--- config.mk ---
export PLATFORM = sky130hd
export DESIGN_NAME = shift_add_sequencer
export DESIGN_NICKNAME = d
export VERILOG_FILES = /design/src/rtl/shift_add_sequencer_pkg.sv /design/src/rtl/shift_add_sequencer_rise_detect.sv /design/src/rtl/shift_add_sequencer.sv
export SDC_FILE = /design/constraint.sdc
export NUM_CORES = 1
export LEC_CHECK = 0
export ABC_CLOCK_PERIOD_IN_PS = 1420
export BUFFER_PORTS_ARGS = -buffer_cell sky130_fd_sc_hd__buf_2
export CAP_MARGIN = 0
export CORE_MARGIN = 10
export CORE_UTILIZATION = 45
export CTS_CLUSTER_DIAMETER = 50
export CTS_CLUSTER_SIZE = 16
export DETAILED_ROUTE_END_ITERATION = 6
export PLACE_DENSITY = 0.77
export RECOVER_POWER = 50
export SYNTH_ARGS = -nofsm -noshare
export SYNTH_HDL_FRONTEND = slang
export SYNTH_SLANG_ARGS = --single-unit
export TNS_END_PERCENT = 10
--- constraint.sdc ---
create_clock -name clk_100MHz -period 1.42 [get_ports clk_100MHz]
set_clock_uncertainty 0.05 [all_clocks]
set_input_delay 0.071 -clock clk_100MHz [delete_from_list [all_inputs] [get_ports clk_100MHz]]
set_output_delay 0.071 -clock clk_100MHz [all_outputs]
set_load 0.01 [all_outputs]
--- src/rtl/shift_add_sequencer_pkg.sv ---
// Shared definitions for the shift-and-add multiplier control sequencer:
// state encoding, control-strobe bundle and the Moore output decoder.
package shift_add_defs;

    localparam int WIDTH_DEF = 8;

    localparam logic [2:0] S_IDLE  = 3'd0;
    localparam logic [2:0] S_CLEAR = 3'd1;
    localparam logic [2:0] S_LOAD  = 3'd2;
    localparam logic [2:0] S_CHECK = 3'd3;
    localparam logic [2:0] S_ADD   = 3'd4;
    localparam logic [2:0] S_SHIFT = 3'd5;
    localparam logic [2:0] S_DONE  = 3'd6;
    localparam logic [2:0] S_ABORT = 3'd7;

    typedef enum logic [2:0] {
        ST_IDLE  = S_IDLE,
        ST_CLEAR = S_CLEAR,
        ST_LOAD  = S_LOAD,
        ST_CHECK = S_CHECK,
        ST_ADD   = S_ADD,
        ST_SHIFT = S_SHIFT,
        ST_DONE  = S_DONE,
        ST_ABORT = S_ABORT
    } state_e;

    typedef struct packed {
        logic clr_regs;
        logic ld_ops;
        logic acc_en;
        logic shift_en;
        logic busy;
        logic result_valid;
    } ctrl_t;

    function automatic ctrl_t decode_ctrl(input state_e st);
        ctrl_t c;
        c = '0;
        case (st)
            ST_IDLE:  c = '0;
            ST_CLEAR: begin c.clr_regs = 1'b1; c.busy = 1'b1; end
            ST_LOAD:  begin c.ld_ops   = 1'b1; c.busy = 1'b1; end
            ST_CHECK: c.busy = 1'b1;
            ST_ADD:   begin c.acc_en   = 1'b1; c.busy = 1'b1; end
            ST_SHIFT: begin c.shift_en = 1'b1; c.busy = 1'b1; end
            ST_DONE:  begin c.result_valid = 1'b1; c.busy = 1'b1; end
            ST_ABORT: begin c.clr_regs = 1'b1; c.busy = 1'b1; end
            default:  c = '0;
        endcase
        return c;
    endfunction

endpackage

--- src/rtl/shift_add_sequencer_rise_detect.sv ---
// Rising-edge detector for an already-synchronised level input.
module rise_detect (
    input  logic clk,
    input  logic rst_n,
    input  logic din,
    output logic rise
);

    logic din_q;
    logic din_d;

    // previous-sample path and edge pulse
    always_comb begin
        din_d = din;
        rise  = din & ~din_q;
    end

    // previous-sample flop, cleared by synchronous reset
    always_ff @(posedge clk) begin
        if (!rst_n) begin
            din_q <= 1'b0;
        end else begin
            din_q <= din_d;
        end
    end

endmodule

--- src/rtl/shift_add_sequencer.sv ---
// Control sequencer for the shift-and-add multiplier datapath with start edge
// detection, iteration bound, abort and a result valid/ack handshake.
module shift_add_sequencer
    import shift_add_defs::*;
#(
    parameter int WIDTH  = WIDTH_DEF,
    parameter int ITER_W = 4
) (
    input  logic              clk_100MHz,
    input  logic              reset_butt_n,
    input  logic              start_butt,
    input  logic              abort_butt,
    input  logic              result_ack,
    input  logic              a_zero,
    input  logic              b_zero,
    input  logic              b_lsb,
    output logic              clr_regs,
    output logic              ld_ops,
    output logic              acc_en,
    output logic              shift_en,
    output logic              busy,
    output logic              result_valid,
    output logic [ITER_W-1:0] iter_cnt
);

    localparam logic [ITER_W-1:0] ITER_LAST = ITER_W'(WIDTH - 1);
    localparam logic [ITER_W-1:0] ITER_MAX  = ITER_W'(WIDTH);

    state_e            state_q;
    state_e            state_d;
    state_e            state_nxt_s;
    logic [ITER_W-1:0] iter_cnt_q;
    logic [ITER_W-1:0] iter_cnt_d;
    ctrl_t             ctrl_q;
    ctrl_t             ctrl_d;
    logic              start_rise_s;
    logic              abort_hit_s;

    rise_detect u_start_rise (
        .clk   (clk_100MHz),
        .rst_n (reset_butt_n),
        .din   (start_butt),
        .rise  (start_rise_s)
    );

    // next-state and iteration counter; abort overrides every busy state but ABORT
    always_comb begin
        state_nxt_s = state_q;
        iter_cnt_d  = iter_cnt_q;
        case (state_q)
            ST_IDLE: begin
                if (abort_butt) begin
                    state_nxt_s = ST_IDLE;
                end else if (start_rise_s) begin
                    state_nxt_s = ST_CLEAR;
                end else begin
                    state_nxt_s = ST_IDLE;
                end
            end
            ST_CLEAR: state_nxt_s = ST_LOAD;
            ST_LOAD: begin
                state_nxt_s = ST_CHECK;
                iter_cnt_d  = '0;
            end
            ST_CHECK: begin
                if (a_zero || b_zero) begin
                    state_nxt_s = ST_DONE;
                end else if (b_lsb) begin
                    state_nxt_s = ST_ADD;
                end else begin
                    state_nxt_s = ST_SHIFT;
                end
            end
            ST_ADD: state_nxt_s = ST_SHIFT;
            ST_SHIFT: begin
                iter_cnt_d  = (iter_cnt_q < ITER_MAX) ? iter_cnt_q + ITER_W'(1) : iter_cnt_q;
                state_nxt_s = (iter_cnt_q >= ITER_LAST) ? ST_DONE : ST_CHECK;
            end
            ST_DONE: begin
                if (result_ack) begin
                    state_nxt_s = ST_IDLE;
                end else begin
                    state_nxt_s = ST_DONE;
                end
            end
            ST_ABORT: state_nxt_s = ST_IDLE;
            default:  state_nxt_s = ST_IDLE;
        endcase
        abort_hit_s = abort_butt && (state_q != ST_IDLE) && (state_q != ST_ABORT);
        state_d     = abort_hit_s ? ST_ABORT : state_nxt_s;
        ctrl_d      = decode_ctrl(state_d);
    end

    // state, counter and registered Moore outputs
    always_ff @(posedge clk_100MHz) begin
        if (!reset_butt_n) begin
            state_q    <= ST_IDLE;
            iter_cnt_q <= '0;
            ctrl_q     <= '0;
        end else begin
            state_q    <= state_d;
            iter_cnt_q <= iter_cnt_d;
            ctrl_q     <= ctrl_d;
        end
    end

    assign clr_regs     = ctrl_q.clr_regs;
    assign ld_ops       = ctrl_q.ld_ops;
    assign acc_en       = ctrl_q.acc_en;
    assign shift_en     = ctrl_q.shift_en;
    assign busy         = ctrl_q.busy;
    assign result_valid = ctrl_q.result_valid;
    assign iter_cnt     = iter_cnt_q;

endmodule

Word level (Yosys, flattened, before mapping)

Index checks and enable logic that the tools add are counted.

Output and inout port bits: 10
Word-level logic and storage cells: 56
Bits of input ports: 8
Bits in registers: 14

Bitwise logic cells: 2
Multiplexer cells: 16
Add/sub/neg operators: 1
Reduce and logical (&&, ||, !) cells: 10
$lt $le $gt $ge: 2
Equality and inequality tests: 16

Operators by type and width:

| operator                                             | number |
|---|---|
| equality test 3 bit (second input constant)          | 8 |
| case mux 3 bit (8 select lines)                      | 1 |
| equality test 3 x 2 -> 1 bit (second input constant) | 4 |
| two-way mux 3 bit                                    | 3 |
| two-way mux 1 bit                                    | 8 |
| case mux 4 bit (2 select lines)                      | 1 |
| OR reduction 7 bit                                   | 1 |
| equality test 3 x 1 -> 1 bit (second input constant) | 2 |
| zero test 3 bit                                      | 2 |
| adder 4 x 1 -> 4 bit (second input constant)         | 1 |
| >= comparator 4 x 3 -> 1 bit (second input constant) | 1 |
| less-than comparator 4 bit (second input constant)   | 1 |
| two-way mux 4 bit                                    | 1 |
| inequality test 3 bit (second input constant)        | 1 |
| nonzero test 3 bit                                   | 1 |
| logical AND 1 bit                                    | 2 |
| two-way mux 2 bit                                    | 1 |
| inequality test 2 bit (second input constant)        | 1 |
| case mux 1 bit (2 select lines)                      | 1 |
| AND reduction 2 bit                                  | 1 |
| nonzero test 2 bit                                   | 1 |
| OR reduction 2 bit                                   | 1 |
| AND 1 bit                                            | 1 |
| logical OR 1 bit                                     | 1 |
| inverter 1 bit                                       | 1 |

Logic depth before layout (Yosys ltp)

Gate-level depths: netlist of run 1.

Depth in word-level cells: 9
Depth in mapped cells: 6
Mapped depth without buffers: 6

Cells and area by module

Synthesis of run 1 repeated with hierarchy kept, for this count alone.

Cells, all modules: 72
Area, all modules: 700.7 µm²

Modules (own cells, without submodules):

| module              | area each (µm²) | instances | cells each | sequential area each (µm²) |
|---|---|---|---|---|
| shift_add_sequencer | 660.6           | 1         | 69         | 260.2 |
| rise_detect         | 40.0            | 1         | 3          | 20.0 |

Least setup slack after synthesis of run 1

No wires, ideal clock.

Path kind: reg-to-reg
From: register iter_cnt_q[0] (netlist: iter_cnt[0])
To: register ctrl_q, in the netlist ld_ops
Data arrival time: 1.373 ns
Setup time: 0.088 ns
Required time: 1.282 ns
Clock period less this slack: 1.510 ns
Setup slack: -0.090 ns
Buffers on the path: 0
Cell stages (with the launch flop): 7
Path through: dfxtp_1 ha_1 a21oi_1 o21ai_2 a22oi_4 nand2_1 nor4_2

Cells in the longest elaborated chain, start to end: 6

RTL lines:

| what                            | RTL line                      | text |
|---|---|---|
| start, declared                 | shift_add_sequencer.sv:32     | `logic [ITER_W-1:0] iter_cnt_q;` |
| start signal, assigned          | shift_add_sequencer.sv:102    | `iter_cnt_q <= iter_cnt_d;` |
| >= comparator 4 x 3 -> 1 bit    | shift_add_sequencer.sv:77     | `state_nxt_s = (iter_cnt_q >= ITER_LAST) ? ST_DONE : ST_CHECK;` |
| two-way mux 3 bit               | shift_add_sequencer.sv:77     |  |
| case mux 3 bit (8 select lines) | shift_add_sequencer.sv:50     | `case (state_q)` |
| two-way mux 3 bit               | shift_add_sequencer.sv:90     | `state_d = abort_hit_s ? ST_ABORT : state_nxt_s;` |
| equality test 3 x 2 -> 1 bit    | shift_add_sequencer_pkg.sv:39 | `case (st)` |
| two-way mux 1 bit               | shift_add_sequencer_pkg.sv:39 |  |
| end signal, assigned            | shift_add_sequencer.sv:103    | `ctrl_q <= ctrl_d;` |
| end, declared                   | shift_add_sequencer.sv:34     | `ctrl_t ctrl_q;` |

Every way passes these cells.
A chain may end at the register's enable or synchronous reset.

Final worst setup path of run 1

From: register state_q[1]
To: register ctrl_q, in the netlist clr_regs

Cells in the longest elaborated chain, start to end: 7
Elaborated cells on any way between the ends: 18
Those cells by class: eq/ne: 10; mux: 3; reduce/logical: 5

RTL lines:

| what                                                                       | RTL line                      | text |
|---|---|---|
| start, declared                                                            | shift_add_sequencer.sv:29     | `state_e state_q;` |
| start signal, assigned                                                     | shift_add_sequencer.sv:101    | `state_q <= state_d;` |
| branches (longest 3 deep; another with case mux 3 bit (8 select lines))    | n/a                           |  |
| two-way mux 3 bit (*)                                                      | shift_add_sequencer.sv:90     |  |
| equality test 3 bit / equality test 3 x 1 -> 1 bit (equally long branches) | shift_add_sequencer_pkg.sv:39 |  |
| OR reduction 2 bit (no source line) (*)                                    | n/a                           |  |
| two-way mux 1 bit (*)                                                      | shift_add_sequencer_pkg.sv:39 |  |

Mark *: on every way between the ends.

==> flow_summary.json, run 1 <==
{
  "yosys.area.top_type": "dfxtp_1",
  "dr_total_vias": 711,
  "dpl.hpwl_mm": 1.42,
  "synth_area_um2": 758,
  "layout_min_cycle_time_ps": 1470,
  "cp.arrival_ps": 1610,
  "grt.overflow.total": 0,
  "hold_path.class": "primary input to register",
  "outcome": "complete, but fails checks",
  "yosys_warnings": 0,
  "drtPass1Iterations": 4,
  "drv_slew": 0,
  "fmax_mhz": 679,
  "diodes": 0,
  "nets": 124,
  "min_period_over_period_pct": 104,
  "cts_tree": "yes",
  "ios": 18,
  "core_um2": 1540,
  "root_buffer": "clkbuf_4",
  "hold_viol": 0,
  "clock_latency_ps": 300,
  "endpoint_kind": "register",
  "seq_area_frac_synth_pct": 37.0,
  "vias_per_cell": 5.47,
  "power.density_nw_per_um2": 1230,
  "crit_fanout": 5,
  "drtAntennaViolNets": 0,
  "die_height_um": 61.1,
  "synth_edf_count": 0,
  "start_kind": "register",
  "yosysUniqueCellTypes": 39,
  "wl_per_cell_um": 15.3,
  "antenna_found_initial": 0,
  "grt_use_total_pct": 11.0,
  "worst_pin_slew_ps": 452,
  "drc_errors": 0,
  "rsz0062_at_grt": "yes",
  "hold_ws_ps": 139,
  "leakagePower_nw": 0.453,
  "synthTopCellsByArea": "dfxtp_1, a21oi_1, buf_6",
  "relSlewSlack_pct": 69.9,
  "layout-drive-gt1-share_pct": 51.8,
  "fill_cells": 130,
  "fin_ws_ps": -53.8,
  "ys_ff_latch": 14,
  "grt_pass1_vias": 697,
  "area_delta_synth_final_pct": 40.9,
  "grt_pass1_wl_mm": 3.07,
  "syn_inst": 79,
  "drt_wl_total_mm": 1.99,
  "ir_worst_vdd_mv": 0.996,
  "finalSetupTns_ps": -111,
  "cts_buffers": 3,
  "start_util_pct": 49.2,
  "maxCapViolCount": 0,
  "synthArstFlopShare_pct": 0,
  "worstPathRequired_ps": 1550,
  "clk_pin_slew_worst_paths_ps": 90,
  "row_count": 14,
  "drt-initial-drc-count": 6,
  "setup_viol": 3,
  "violations": "setup timing",
  "grt_max_degree": 11,
  "clockBufferDepth": 2,
  "synthDominantCellAreaShare_pct": 37.0,
  "port_buffers": 17,
  "synth.avg_cell_area_um2": 9.60,
  "die_x_um": 61.1,
  "dieArea_um2": 3730,
  "gp_congestion": 0.851,
  "worstSetupPathType": "register to register",
  "syn_nets": 88,
  "htreeDepth": 1,
  "cts.sinks": 14,
  "yosys_most_used_dff": "dfxtp_1"
}
-- cell usage after synthesis, types with 2 or more instances --
master	count
o21ai_1	4
dfxtp_1	14
inv_1	3
and2_1	2
a211oi_1	2
a21oi_1	7
nor2_1	7
buf_6	3
nand2_1	6
nand3_1	2
-- cells by family after synthesis --
| group | share of synthesized area (%) |
|---|---|
| XOR/XNOR | 1.16 |
| buffers and inverters | 6.93 |
| flip-flops | 37.0 |
| AO/OA/AOI/OAI | 25.2 |
| AND/OR/NAND/NOR | 28.1 |
| adder cells (fa/ha/maj) | 1.65 |
-- layout by cell type, fill, tap and decap left out, types with 2 or more instances in the layout --
| cell | n |
|---|---|
| nor4_2 | 2 |
| a21oi_1 | 6 |
| o21ai_1 | 4 |
| dfxtp_2 | 5 |
| buf_2 | 11 |
| dfxtp_1 | 8 |
| dlygate4sd3_1 | 2 |
| clkbuf_1 | 6 |
| nand3_1 | 2 |
| clkbuf_4 | 3 |
| nor2_1 | 6 |
| nand2_2 | 2 |
| nand2_1 | 3 |
| buf_4 | 14 |
| inv_1 | 3 |
| and2_1 | 2 |
-- report_power, final --
group,switching (mW),internal [mW],total (mW)
Combinational,0.280,0.258,0.538
Sequential,0.0360,0.439,0.475
Clock,0.143,0.156,0.299
Total,0.459,0.854,1.31
-- timing repair --
action | 4_1_cts | 5_1_grt
setup endpoints to repair | 8 | 9
resized for setup | 9 | 8
hold endpoints to repair | 4 | 0
hold buffers | 2 | 0
pin swaps | 4 | 9
buffers inserted | 1 | 0
-- state kept, by name (all words and copies together) (netlist names) --
signal	cells
u_start_rise.din_q	1
acc_en	1
state_q	3
ld_ops	1
shift_en	1
result_valid	1
iter_cnt	4
clr_regs	1
busy	1
-- metrics by stage --
step / util [%] / setup slack (ps) / cell area [µm²] / std cells / power, mW
3_3_place_gp: 61.2 / -38.7 / 943 / 123 / 0.947
3_5_place_dp: 61.2 / -87.1 / 943 / 123 / 0.958
4_1_cts: 66.9 / -30.4 / 1030 / 130 / 1.29
6_report: 69.3 / -53.8 / 1070 / 130 / 1.31
5_1_grt: 69.3 / -97.3 / 1070 / 130 / 1.39
2_1_floorplan: - / -10.4 / 767 / 79 / 0.822
-- routing by layer --
layer | GRT usage, % | vias up | routed length (µm)
met3 | 4.12 | 7 | 135
met1 | 11.4 | 332 | 800
met5 | 0 | - | 0
met4 | 7.52 | 0 | 67
li1 | - | 352 | -
met2 | 17.9 | 20 | 989
-- critical path: stages (launching register included) --
cell	delay, ps
dfxtp_4	370
buf_4	150
or3_4	380
and3_1	190
o211a_1	220
-- cell type report --
class | instances | area [µm²] | share of cell area [%]
tap | 16 | 20.0 | 1.87
multi-input combinational | 57 | 489 | 45.8
sequential | 14 | 290 | 27.2
inverter | 5 | 18.8 | 1.76
timing repair buffer | 34 | 214 | 20.0
clock buffer | 4 | 36.3 | 3.40
-- worst paths after layout --
path	startpoint	end	slack, ps	cells past startpoint
setup / recovery	state_q[1]$_SDFF_PN0_	clr_regs$_SDFF_PN0_	-50	4
hold / removal	abort_butt	state_q[2]$_SDFF_PN0_	140	4
setup reg to reg	state_q[1]$_SDFF_PN0_	clr_regs$_SDFF_PN0_	-50	4
hold reg to reg	iter_cnt[3]$_SDFFE_PN0P_	iter_cnt[3]$_SDFFE_PN0P_	450	2
Note: power is estimated with default switching activity, not from simulation.
==> run 2: changes to the inputs <==
Settings changed: CAP_MARGIN 0 to 20, SETUP_SLACK_MARGIN from default to 0.3.
==> run 2 against run 1 <==
  * The run still ends with setup timing left
  * Worst hold slack better by 34 ps
  * Global-route usage grew 0.44 points
  * Cell count stayed put
  * Non-clock buffer count unchanged
  * Total power rose by 4.2%
  * Design area rose by 4.0%
  * Combinational power increased by 11%
  * Maximum frequency is 1.5% lower
  * Critical path depth is 2 higher
  * Register-to-register slack got worse by 20 ps
  * Count of clock-buffer cells in the layout unchanged
  * Via count down 0.84%
  * Critical endpoint is now shift_en$_SDFF_PN0_
  * Largest cell class unchanged
==> flow_summary.json, run 2 (same netlist as run 1, synthesis figures left out) <==
{
  "layout_min_cycle_time_ps": 1500,
  "wl_met2_mm": 1.02,
  "rsz0062_at_grt": "yes",
  "layout_common_cells": "buf_2, buf_4, dfxtp_1",
  "die_height_um": 61.1,
  "final_cell_area_um2": 1110,
  "largest_reg_flops": 4,
  "layout-drive-gt1-share_pct": 50.0,
  "cts_tree": "yes",
  "pwr-share-comb_pct": 43.6,
  "drc_errors": 0,
  "htreeDepth": 1,
  "worstPathRequired_ps": 1560,
  "cp_cell_sequence": "buf_12, nand2_2, a21oi_1, a31o_1, o21ai_4, nor4b_4",
  "violations": "setup timing",
  "netSwitchingPower_uw": 478,
  "endpoint_kind": "register",
  "clock_latency_ps": 280,
  "cp.arrival_ps": 1640,
  "hold_path.class": "primary input to register",
  "wl_per_cell_um": 15.9,
  "cpMaxStageDelayCell": "dfxtp_2",
  "grt_use_total_pct": 11.4,
  "power.total_mw": 1.37,
  "maxCapViolCount": 0,
  "worst_pin_slew_ps": 422,
  "antenna_found_initial": 0,
  "clkPwrFrac_pct": 21.5,
  "internal_power_uw": 890,
  "dpl-instance-area_um2": 960,
  "dpl.hpwl_mm": 1.39,
  "relSlewSlack_pct": 71.9,
  "area_delta_synth_final_pct": 46.5,
  "worstSetupPathType": "register to register",
  "gp_congestion": 0.841,
  "grt.overflow.total": 0,
  "port_buffers": 17,
  "ios": 18,
  "clk_pin_slew_worst_paths_ps": 100,
  "wl_met1_um": 949,
  "drt_wl_total_mm": 2.06,
  "outcome": "complete, but fails checks",
  "core_um2": 1540,
  "start_kind": "register",
  "die_x_um": 61.1,
  "min_period_over_period_pct": 105,
  "leakagePower_nw": 0.455,
  "dr_total_vias": 705,
  "layout_commonest_cell": "buf_2",
  "clockBufferDepth": 2,
  "cts_buffers": 3,
  "vias_per_cell": 5.42,
  "setup_viol": 4,
  "drt-initial-drc-count": 22,
  "dieArea_um2": 3730,
  "switching_share_pct": 34.9,
  "grt_max_degree": 11,
  "start_util_pct": 49.2,
  "grt_pass1_wl_mm": 3.33,
  "wl_met3_um": 95,
  "drtPass1Iterations": 4,
  "maxUsedRoutingLayer": "met3",
  "root_buffer": "clkbuf_4",
  "drv_slew": 0,
  "slowest_delay_ps": 350,
  "diodes": 0,
  "fmax_mhz": 668,
  "hold_viol": 0,
  "fin_ws_ps": -76.7,
  "drtAntennaViolNets": 0,
  "power.density_nw_per_um2": 1230,
  "p_seq_share_pct": 34.9,
  "nets": 124,
  "crit_fanout": 7,
  "cts.sinks": 14,
  "grt_pass1_vias": 703,
  "row_count": 14,
  "ir_worst_vdd_mv": 0.770
}
run 2: changes by cell type in the layout (fill, tap and decap cells not counted), sizes merged:
cell	before	now
dlygate4sd3	2	3
buf	26	25
run 2: power by group through the flow:
stage	Sequential (mW)	Clock (mW)	Combinational [mW]
2_1_floorplan	0.473	0	0.349
3_3_place_gp	0.477	0	0.492
3_5_place_dp	0.480	0	0.501
4_1_cts	0.476	0.297	0.547
5_1_grt	0.484	0.317	0.634
6_report	0.477	0.294	0.596
run 2: what timing repair did:
item                                    4_1_cts  5_1_grt
endpoints found under the setup margin       13       14
setup buffers                                 1        2
hold buffers                                  3        0
resized for setup                            11        6
hold endpoints to repair                      3        0
pin swaps                                     6        7
run 2: cell type report:
cell class | instances | area [µm²]
clock buffers | 4 | 36.3
fillers | 112 | 430
inverters | 5 | 18.8
flip-flops and latches | 14 | 295
repair buffers | 34 | 245
multi-input cells | 57 | 495
well taps | 16 | 20.0
run 2: per-layer routing:
metal,track usage [%],vias to the layer above
met5,0,-
met2,17.9,22
met3,3.50,0
met4,2.51,0
li1,-,352
met1,14.9,331
run 2: worst max-delay path, delay by kind of cell (launching register included):
kind                   cells  cell delay (ps)
flip-flops                 1              350
AND/OR/NAND/NOR            2              310
AO/OA/AOI/OAI              3              580
buffers and inverters      1              130
run 2: worst paths after layout:
path,slack [ps],cells past startpoint,endpoint,startpoint
max,-80,6,shift_en$_SDFF_PN0_,state_q[2]$_SDFF_PN0_
min,170,4,state_q[2]$_SDFF_PN0_,abort_butt
max reg2reg,-80,6,shift_en$_SDFF_PN0_,state_q[2]$_SDFF_PN0_
min reg2reg,530,2,iter_cnt[0]$_SDFFE_PN0P_,iter_cnt[0]$_SDFFE_PN0P_
run 2: through the flow:
stage	setup TNS [ps]	worst slack [ps]	utilization, %	instances	hold slack, ps
floorplan	0	24.2	-	79	138
global placement	-33.3	-33.3	62.3	120	265
detailed placement	-323	-69.4	62.3	120	272
CTS	-97.9	-39.6	69.6	128	166
global route	-653	-146	72.1	130	190
finish	-134	-76.7	72.1	130	173
==> run 3: changes to the inputs <==
Settings changed: RECOVER_POWER 50 to 25.
==> run 3 against run 2 <==
  * The flow still finishes with violations (setup timing)
  * Sequential power is essentially flat
  * Design area grew 0.45%
  * Count of clock-buffer cells in the layout is the same
  * Global-route usage is the same
  * Worst setup slack lost 6.3 ps
  * Largest cell class unchanged
==> flow_summary.json, run 3 (same netlist as run 1, synthesis figures left out) <==
{
  "netSwitchingPower_uw": 478,
  "ios": 18,
  "dp_cells": 120,
  "antenna_found_initial": 0,
  "grt_pass1_wl_mm": 3.33,
  "fin_cells": 130,
  "dpl.hpwl_mm": 1.39,
  "ir_worst_vdd_mv": 0.775,
  "violations": "setup timing",
  "grt_max_degree": 11,
  "nets": 124,
  "grt_pass1_vias": 703,
  "drt-initial-drc-count": 22,
  "die_x_um": 61.1,
  "drtPass1Iterations": 4,
  "endpoint_kind": "register",
  "diodes": 0,
  "layout_commonest_cell": "buf_2",
  "drv_slew": 0,
  "drc_errors": 0,
  "p_seq_share_pct": 34.8,
  "drtAntennaViolNets": 0,
  "rsz0062_at_grt": "yes",
  "min_period_over_period_pct": 106,
  "power.total_mw": 1.37,
  "clk_pin_slew_worst_paths_ps": 100,
  "dieArea_um2": 3730,
  "worst_pin_slew_ps": 423,
  "dr_total_vias": 716,
  "layout_min_cycle_time_ps": 1500,
  "dpl-instance-area_um2": 960,
  "dpl_worst_slack_ps": -69.4,
  "grt_use_total_pct": 11.4,
  "largest_reg_flops": 4,
  "internal_power_uw": 892,
  "outcome": "complete, but fails checks",
  "htreeDepth": 1,
  "fmax_mhz": 665,
  "drt_wl_total_mm": 2.05,
  "cts_tree": "yes",
  "start_util_pct": 49.2,
  "worstPathRequired_ps": 1560,
  "cp.arrival_ps": 1650,
  "switching_share_pct": 34.9,
  "hold_path.class": "primary input to register",
  "relSlewSlack_pct": 71.8,
  "fin_ws_ps": -83.1,
  "rrSetupSlack_ps": -80,
  "vias_per_cell": 5.51,
  "maxCapViolCount": 0,
  "pwr-share-comb_pct": 43.7,
  "gp_congestion": 0.841,
  "root_buffer": "clkbuf_4",
  "cts_buffers": 3,
  "leakagePower_nw": 0.472,
  "layout-drive-gt1-share_pct": 53.5,
  "final_cell_area_um2": 1120,
  "port_buffers": 17,
  "crit_fanout": 7,
  "clock_latency_ps": 280,
  "clkPwrFrac_pct": 21.5,
  "start_kind": "register",
  "hold_viol": 0,
  "wl_per_cell_um": 15.8,
  "layout_common_cells": "buf_2, buf_4, dfxtp_1",
  "clockBufferDepth": 2,
  "core_um2": 1540,
  "worstSetupPathType": "register to register",
  "power.density_nw_per_um2": 1230,
  "grt.overflow.total": 0,
  "cts.sinks": 14,
  "area_delta_synth_final_pct": 47.2,
  "die_height_um": 61.1,
  "row_count": 14,
  "setup_viol": 4
}
==> run 3: changes by cell type in the layout (fill, tap and decap cells not counted) <==
cell | before | now
clkbuf_1 | 6 | 2
buf_2 | 11 | 15
==> run 3: worst max-delay path, stage by stage, from the launching register on <==
cell and delay (ps):
dfxtp_2 350, buf_12 130, nand2_2 80, a21oi_1 90, a31o_1 230, o21ai_4 270
nor4b_4 230
==> run 3: final timing paths <==
kind	startpoint	endpoint	cells after the start
setup reg to reg	state_q[2]$_SDFF_PN0_	shift_en$_SDFF_PN0_	6
hold reg to reg	iter_cnt[0]$_SDFFE_PN0P_	iter_cnt[0]$_SDFFE_PN0P_	2
hold / removal	abort_butt	state_q[2]$_SDFF_PN0_	4
setup / recovery	state_q[2]$_SDFF_PN0_	shift_en$_SDFF_PN0_	6
==> run 3: layer usage <==
metal  routed length [µm]  share of wire, %  vias up  track usage, %
met4                    0                 0        0            2.51
li1                     -                 -      351               -
met2                 1020                50       20            17.9
met1                  941                46      345            14.9
met3                   91               4.4        0            3.50
met5                    0                 0        -               0
==> run 3: power groups by stage <==
stage               logic (mW)  registers (mW)  clock network (mW)
floorplan                0.349           0.473                   0
global placement         0.492           0.477                   0
detailed placement       0.501           0.480                   0
CTS                      0.547           0.476               0.297
global route             0.636           0.483               0.317
finish                   0.599           0.477               0.294
==> run 3: area by class of cell <==
class / instances / area, µm²
timing repair buffer: 34 / 250
clock buffer: 4 / 36.3
tap: 16 / 20.0
fill: 108 / 425
sequential: 14 / 295
multi-input combinational: 57 / 495
inverter: 5 / 18.8
==> run 3: per-stage QoR <==
stage,utilization (%),setup TNS (ps),hold slack [ps]
after floorplan,-,0,138
after global placement,62.3,-33.3,265
after detailed placement,62.3,-323,272
after CTS,69.6,-97.9,166
after global routing,72.4,-653,190
final,72.4,-143,171
==> run 3: what timing repair did <==
item                                   4_1_cts  5_1_grt
hold buffers                                 3        0
buffers inserted                             1        2
resized for setup                           11        6
setup endpoints to repair                   13       14
pin swaps                                    6        7
endpoints found under the hold margin        3        0
